### config.mk
export PLATFORM = sky130hd
export DESIGN_NAME = ps2_scancode_receiver
export DESIGN_NICKNAME = d
export VERILOG_FILES = /design/src/rtl/ps2_scancode_receiver.sv
export SDC_FILE = /design/constraint.sdc
export NUM_CORES = 1
export LEC_CHECK = 0
export ABC_AREA = 1
export CAP_MARGIN = 20
export CORE_UTILIZATION = 58
export DETAILED_ROUTE_END_ITERATION = 8
export PLACE_DENSITY = 0.78
export SYNTH_ARGS = -nofsm -noshare
export SYNTH_HDL_FRONTEND = slang
export SYNTH_SLANG_ARGS = --single-unit
export TNS_END_PERCENT = 10
### constraint.sdc
create_clock -name clkin -period 2.05 [get_ports clkin]
set_clock_uncertainty 0.1 [all_clocks]
set_input_delay 0.615 -clock clkin [delete_from_list [all_inputs] [get_ports clkin]]
set_output_delay 0.615 -clock clkin [all_outputs]
set_load 0.02 [all_outputs]
### src/rtl/ps2_scancode_receiver.sv
// PS/2 keyboard receiver: conditions the raw lines, assembles 11-bit
// frames and folds E0/F0 prefixes into ext/break flags on a single key event.
//
// Output protocol: key_valid and frame_err are one-cycle strobes with no
// ready input. key_code/key_ext/key_break change only in the cycle
// key_valid is high and hold otherwise, so the consumer must sample them
// on key_valid. The two strobes are never high together.
module ps2_scancode_receiver #(
  parameter int FILTER_LEN  = 8,
  parameter int TIMEOUT_CYC = 50000
) (
  input  logic       clkin,
  input  logic       rst_n,
  input  logic       ps2_clk,
  input  logic       ps2_data,
  output logic [7:0] key_code,
  output logic       key_ext,
  output logic       key_break,
  output logic       key_valid,
  output logic       frame_err
);

  localparam int TW = $clog2(TIMEOUT_CYC + 1);
  localparam logic [TW-1:0] TMO_LAST = TW'(TIMEOUT_CYC - 1);

  typedef enum logic [1:0] {
    IDLE   = 2'd0,
    DATA   = 2'd1,
    PARITY = 2'd2,
    STOP   = 2'd3
  } state_t;

  state_t state, state_n;

  logic                  clk_s1, clk_s2, dat_s1, dat_s2;
  logic [FILTER_LEN-1:0] hist;
  logic                  clk_f, clk_f_d;
  logic                  fall;
  logic                  d_s;
  logic [7:0]            shreg;
  logic [2:0]            bitcnt;
  logic                  par;
  logic [TW-1:0]         tcnt;
  logic                  ext_pend, brk_pend;
  logic                  byte_ok, byte_bad, tmo;

  // Two-flop synchronisers; idle level of both lines is high.
  always_ff @(posedge clkin or negedge rst_n) begin
    if (!rst_n) begin
      clk_s1 <= 1'b1;
      clk_s2 <= 1'b1;
      dat_s1 <= 1'b1;
      dat_s2 <= 1'b1;
    end else begin
      clk_s1 <= ps2_clk;
      clk_s2 <= clk_s1;
      dat_s1 <= ps2_data;
      dat_s2 <= dat_s1;
    end
  end

  // Glitch filter: the filtered clock only moves once the whole history agrees.
  always_ff @(posedge clkin or negedge rst_n) begin
    if (!rst_n) begin
      hist    <= '1;
      clk_f   <= 1'b1;
      clk_f_d <= 1'b1;
    end else begin
      hist    <= {hist[FILTER_LEN-2:0], clk_s2};
      clk_f_d <= clk_f;
      if (hist == '0) begin
        clk_f <= 1'b0;
      end else if (&hist) begin
        clk_f <= 1'b1;
      end
    end
  end

  assign fall = clk_f_d & ~clk_f;
  assign d_s  = dat_s2;

  // Frame state register.
  always_ff @(posedge clkin or negedge rst_n) begin
    if (!rst_n) begin
      state <= IDLE;
    end else begin
      state <= state_n;
    end
  end

  // Next state plus accept/reject/timeout decisions; a fall beats a timeout.
  always_comb begin
    state_n  = state;
    byte_ok  = 1'b0;
    byte_bad = 1'b0;
    tmo      = 1'b0;
    if (fall) begin
      case (state)
        IDLE:    if (!d_s) state_n = DATA;
        DATA:    if (bitcnt == 3'd7) state_n = PARITY;
        PARITY:  state_n = STOP;
        STOP: begin
          state_n = IDLE;
          if (d_s && (^{shreg, par})) byte_ok = 1'b1;
          else                        byte_bad = 1'b1;
        end
        default: state_n = IDLE;
      endcase
    end else if (state != IDLE && tcnt == TMO_LAST) begin
      tmo     = 1'b1;
      state_n = IDLE;
    end
  end

  // Bit shifter, bit counter, parity latch and inactivity counter.
  always_ff @(posedge clkin or negedge rst_n) begin
    if (!rst_n) begin
      shreg  <= 8'h00;
      bitcnt <= 3'd0;
      par    <= 1'b0;
      tcnt   <= '0;
    end else begin
      if (fall) begin
        case (state)
          IDLE:   bitcnt <= 3'd0;
          DATA: begin
            shreg  <= {d_s, shreg[7:1]};
            bitcnt <= bitcnt + 3'd1;
          end
          PARITY: par <= d_s;
          default: ;
        endcase
      end
      if (fall || state == IDLE) begin
        tcnt <= '0;
      end else begin
        tcnt <= tcnt + 1'b1;
      end
    end
  end

  // Prefix folding and registered event/error strobes.
  always_ff @(posedge clkin or negedge rst_n) begin
    if (!rst_n) begin
      key_code  <= 8'h00;
      key_ext   <= 1'b0;
      key_break <= 1'b0;
      key_valid <= 1'b0;
      frame_err <= 1'b0;
      ext_pend  <= 1'b0;
      brk_pend  <= 1'b0;
    end else begin
      key_valid <= 1'b0;
      frame_err <= 1'b0;
      if (byte_ok) begin
        if (shreg == 8'hE0) begin
          ext_pend <= 1'b1;
        end else if (shreg == 8'hF0) begin
          brk_pend <= 1'b1;
        end else begin
          key_code  <= shreg;
          key_ext   <= ext_pend;
          key_break <= brk_pend;
          key_valid <= 1'b1;
          ext_pend  <= 1'b0;
          brk_pend  <= 1'b0;
        end
      end else if (byte_bad || tmo) begin
        frame_err <= 1'b1;
        ext_pend  <= 1'b0;
        brk_pend  <= 1'b0;
      end
    end
  end

endmodule

==> impl_metrics.json <==
{
  "outcome": "completed",
  "layout_common_cells": "nand2_1 (87), dfrtp_1 (44), inv_1 (36), nor2_1 (26), nand3_1 (21)",
  "mostFrequentLayoutCell": "nand2_1",
  "cts_sinks": 58,
  "cell_internal_pwr_mw": 1.80,
  "hold_buffers": 0,
  "powerDensity_nw_per_um2": 768,
  "syn-cell-area_sq_um": 2670,
  "initial_core_util_pct": 60.9,
  "power.switching_mw": 0.581,
  "slowest_delay_ns": 0.60,
  "cp-endpoint": "key_code[3]",
  "clock_path_buffers": 2,
  "worstReg2RegEnd": "key_code[4]$_DFFE_PN0P_",
  "p_seq_share_pct": 51.1,
  "wire_per_inst_um": 12.3,
  "place.gp.congestion": 0.892,
  "port_buffers": 15,
  "reg2reg_depth": 10,
  "io_pins": 16,
  "cts_max_level": 3,
  "dieArea_sq_um": 4880,
  "synth_compound_area_share_pct": 6.37,
  "synthesis.nets": 317,
  "firstDrtPassIters": 4,
  "fin_tns_setup_ns": 0,
  "clkPwrFrac_pct": 42.1,
  "track_usage_pct": 22.2,
  "fillers": 337,
  "via_per_inst": 5.20,
  "reg2reg_slack_ns": 0.18,
  "cts-root-buf": "clkbuf_8",
  "place_inst": 375,
  "met1_length_um": 2320,
  "synthSimpleGateAreaFrac_pct": 27.2,
  "fmax_mhz": 499,
  "yosys_warnings": 0,
  "maxCapViolations": 0,
  "worstPathMaxFanout": 2,
  "hpwl_um": 3620,
  "totalWireLength_um": 4810,
  "critPathLaunchType": "flop",
  "cpLargestDelayFamily": "buffers and inverters",
  "synth_xor_area_share_pct": 1.64,
  "startpoint": "key_code[3]$_DFFE_PN0P_",
  "grt_max_degree": 26,
  "cpMaxStageDelayCell": "clkdlybuf4s50_1",
  "met3WireLength_um": 160,
  "drc_errors": 0,
  "p_leak_nw": 1.50,
  "tightest_slew_ns": 0.541,
  "period_minus_slack_ns": 2.00,
  "clk_pin_slew_ns": 0.07,
  "clock_latency_ns": 0.34,
  "avgSynthCellArea_sq_um": 8.73,
  "grt_pass1_vias": 1955,
  "muxShareOfSynthArea_pct": 0,
  "finalNetCount": 345,
  "die_x_um": 69.9,
  "cts_tree": "yes",
  "postSynthCellCount": 306,
  "yosys-top-cells-area": "dfrtp_1 (41%), dfstp_2 (14%), nand2_1 (12%), inv_1 (5.1%), nand3_1 (3.9%)",
  "hold_violations": 0,
  "criticalPathCategory": "reg2out",
  "hold_path_class": "in2async",
  "crit_chain": "clkdlybuf4s50_1",
  "yosysTopAreaCell": "dfrtp_1",
  "core-area_sq_um": 4380,
  "antenna_found_initial": 0,
  "comb_power_share_pct": 6.8,
  "synth_fa_ha_area_share_pct": 3.28,
  "whs_ns": 0.160,
  "vias": 2034,
  "ir_worst_vdd_mv": 0.463,
  "final.period_utilization_pct": 97.7,
  "worst_ep_arrival_time_ns": 1.29,
  "synth_top_family_by_area": "simple AND/OR/NAND/NOR gates",
  "final_cell_count_no_fill": 391,
  "drv_slew": 0,
  "rsz0062_at_grt": "no",
  "topRoutingLayerUsed": "met4",
  "n_antenna_cell": 0,
  "yosys.cell_types.count": 29,
  "endpoint_kind": "output pin",
  "path_depth": 1,
  "drtIter0Drc": 134,
  "syn2layout_area_growth_pct": 16.1,
  "crit_required_ns": 1.33,
  "slew_headroom_pct": 64.0,
  "grt_pass1_wl_um": 8310,
  "overflow": 0,
  "setup_viol": 0,
  "row_count": 24,
  "yosysSeqAreaShare_pct": 55.0,
  "timing.rr.start": "shreg[7]$_DFFE_PN0P_",
  "critical_path_buf_inv_count": 1,
  "dieHeight_um": 69.9,
  "ys_seq_elements": 58,
  "swShare_pct": 24.4,
  "wl_met2_um": 2210,
  "antenna_left": 0,
  "drive_gt1_share_pct": 14.2,
  "numCtsBuffers": 9,
  "synth_top_area_share_pct": 41.2
}
## synth_stat cells, drive strengths merged
| cell type | instances |
|---|---|
| nand3b | 1 |
| nand2 | 91 |
| o21ai | 17 |
| nor3 | 6 |
| xor2 | 3 |
| xnor2 | 2 |
| nor3b | 1 |
| dfstp | 14 |
| nor2 | 32 |
| ha | 7 |
| clkinv | 1 |
| a22o | 2 |
| inv | 36 |
| o21a | 1 |
| nor4 | 7 |
| nand4 | 5 |
| a31oi | 1 |
| a21oi | 7 |
| clkbuf | 1 |
| nand3 | 22 |
| buf | 3 |
| a2bb2oi | 1 |
| dfrtp | 44 |
| o211a | 1 |
## layout make-up
type | count | area [sq um] | area share (%)
Timing Repair Buffer | 21 | 205 | 6.62
Clock inverter | 7 | 70.1 | 2.26
Sequential cell | 58 | 1470 | 47.4
Tap cell | 52 | 65.1 | 2.10
Inverter | 37 | 139 | 4.48
Multi-Input combinational cell | 207 | 1030 | 33.2
Clock buffer | 9 | 124 | 4.00
## sequential cells by signal (all words and copies together) (netlist names), 2 cells and up
register	flops
state	2
tcnt	16
bitcnt	3
hist	8
key_code	8
shreg	8
## worst min-delay path by stage
stage                          start                       to  slack [ns]  depth (start not counted)
floorplan                      rst_n    bitcnt[0]$_DFFE_PN0P_        0.22                          0
global placement    dat_s1$_DFF_PN1_            d_s$_DFF_PN1_        0.25                          0
detailed placement  dat_s1$_DFF_PN1_            d_s$_DFF_PN1_        0.25                          0
CTS                            rst_n    key_break$_DFFE_PN0P_        0.17                          1
global route                   rst_n      frame_err$_DFF_PN0_        0.19                          1
finish                         rst_n  key_code[6]$_DFFE_PN0P_        0.16                          1
## cells by family after synthesis
family | after synthesis
AND/OR/NAND/NOR | 165
flip-flops | 58
adder cells (fa/ha/maj) | 7
XOR/XNOR | 5
AO/OA/AOI/OAI | 30
buffers and inverters | 41
## stage by stage
step	cell area [sq um]	setup slack, ns	power (mW)	util, %
6_report	3100	0.0461	2.38	70.7
5_1_grt	3100	0.00202	2.49	70.7
4_1_cts	3100	0.0158	2.41	70.7
3_5_place_dp	2900	0.183	1.40	66.2
3_3_place_gp	2900	0.277	1.39	66.2
2_1_floorplan	2670	0.396	1.32	-
## power groups by stage
stage	sequential, mW	combinational (mW)	clock [mW]
after floorplan	1.23	0.0945	0
after global placement	1.23	0.160	0
after detailed placement	1.24	0.165	0
after CTS	1.22	0.165	1.03
after global routing	1.22	0.188	1.08
final	1.22	0.162	1.00
## per-layer routing
metal	up-vias	global-route usage, %
li1	1045	-
met1	937	28.8
met2	39	34.5
met3	13	5.19
met4	0	12.0
met5	-	0
## repair_timing
| action | in CTS | in global routing |
|---|---|---|
| gates resized for setup | 0 | 1 |
| setup endpoints to repair | 0 | 1 |
| setup buffers | 0 | 0 |
| endpoints found under the hold margin | 0 | 0 |
Note: power is estimated with default switching activity, not from simulation.
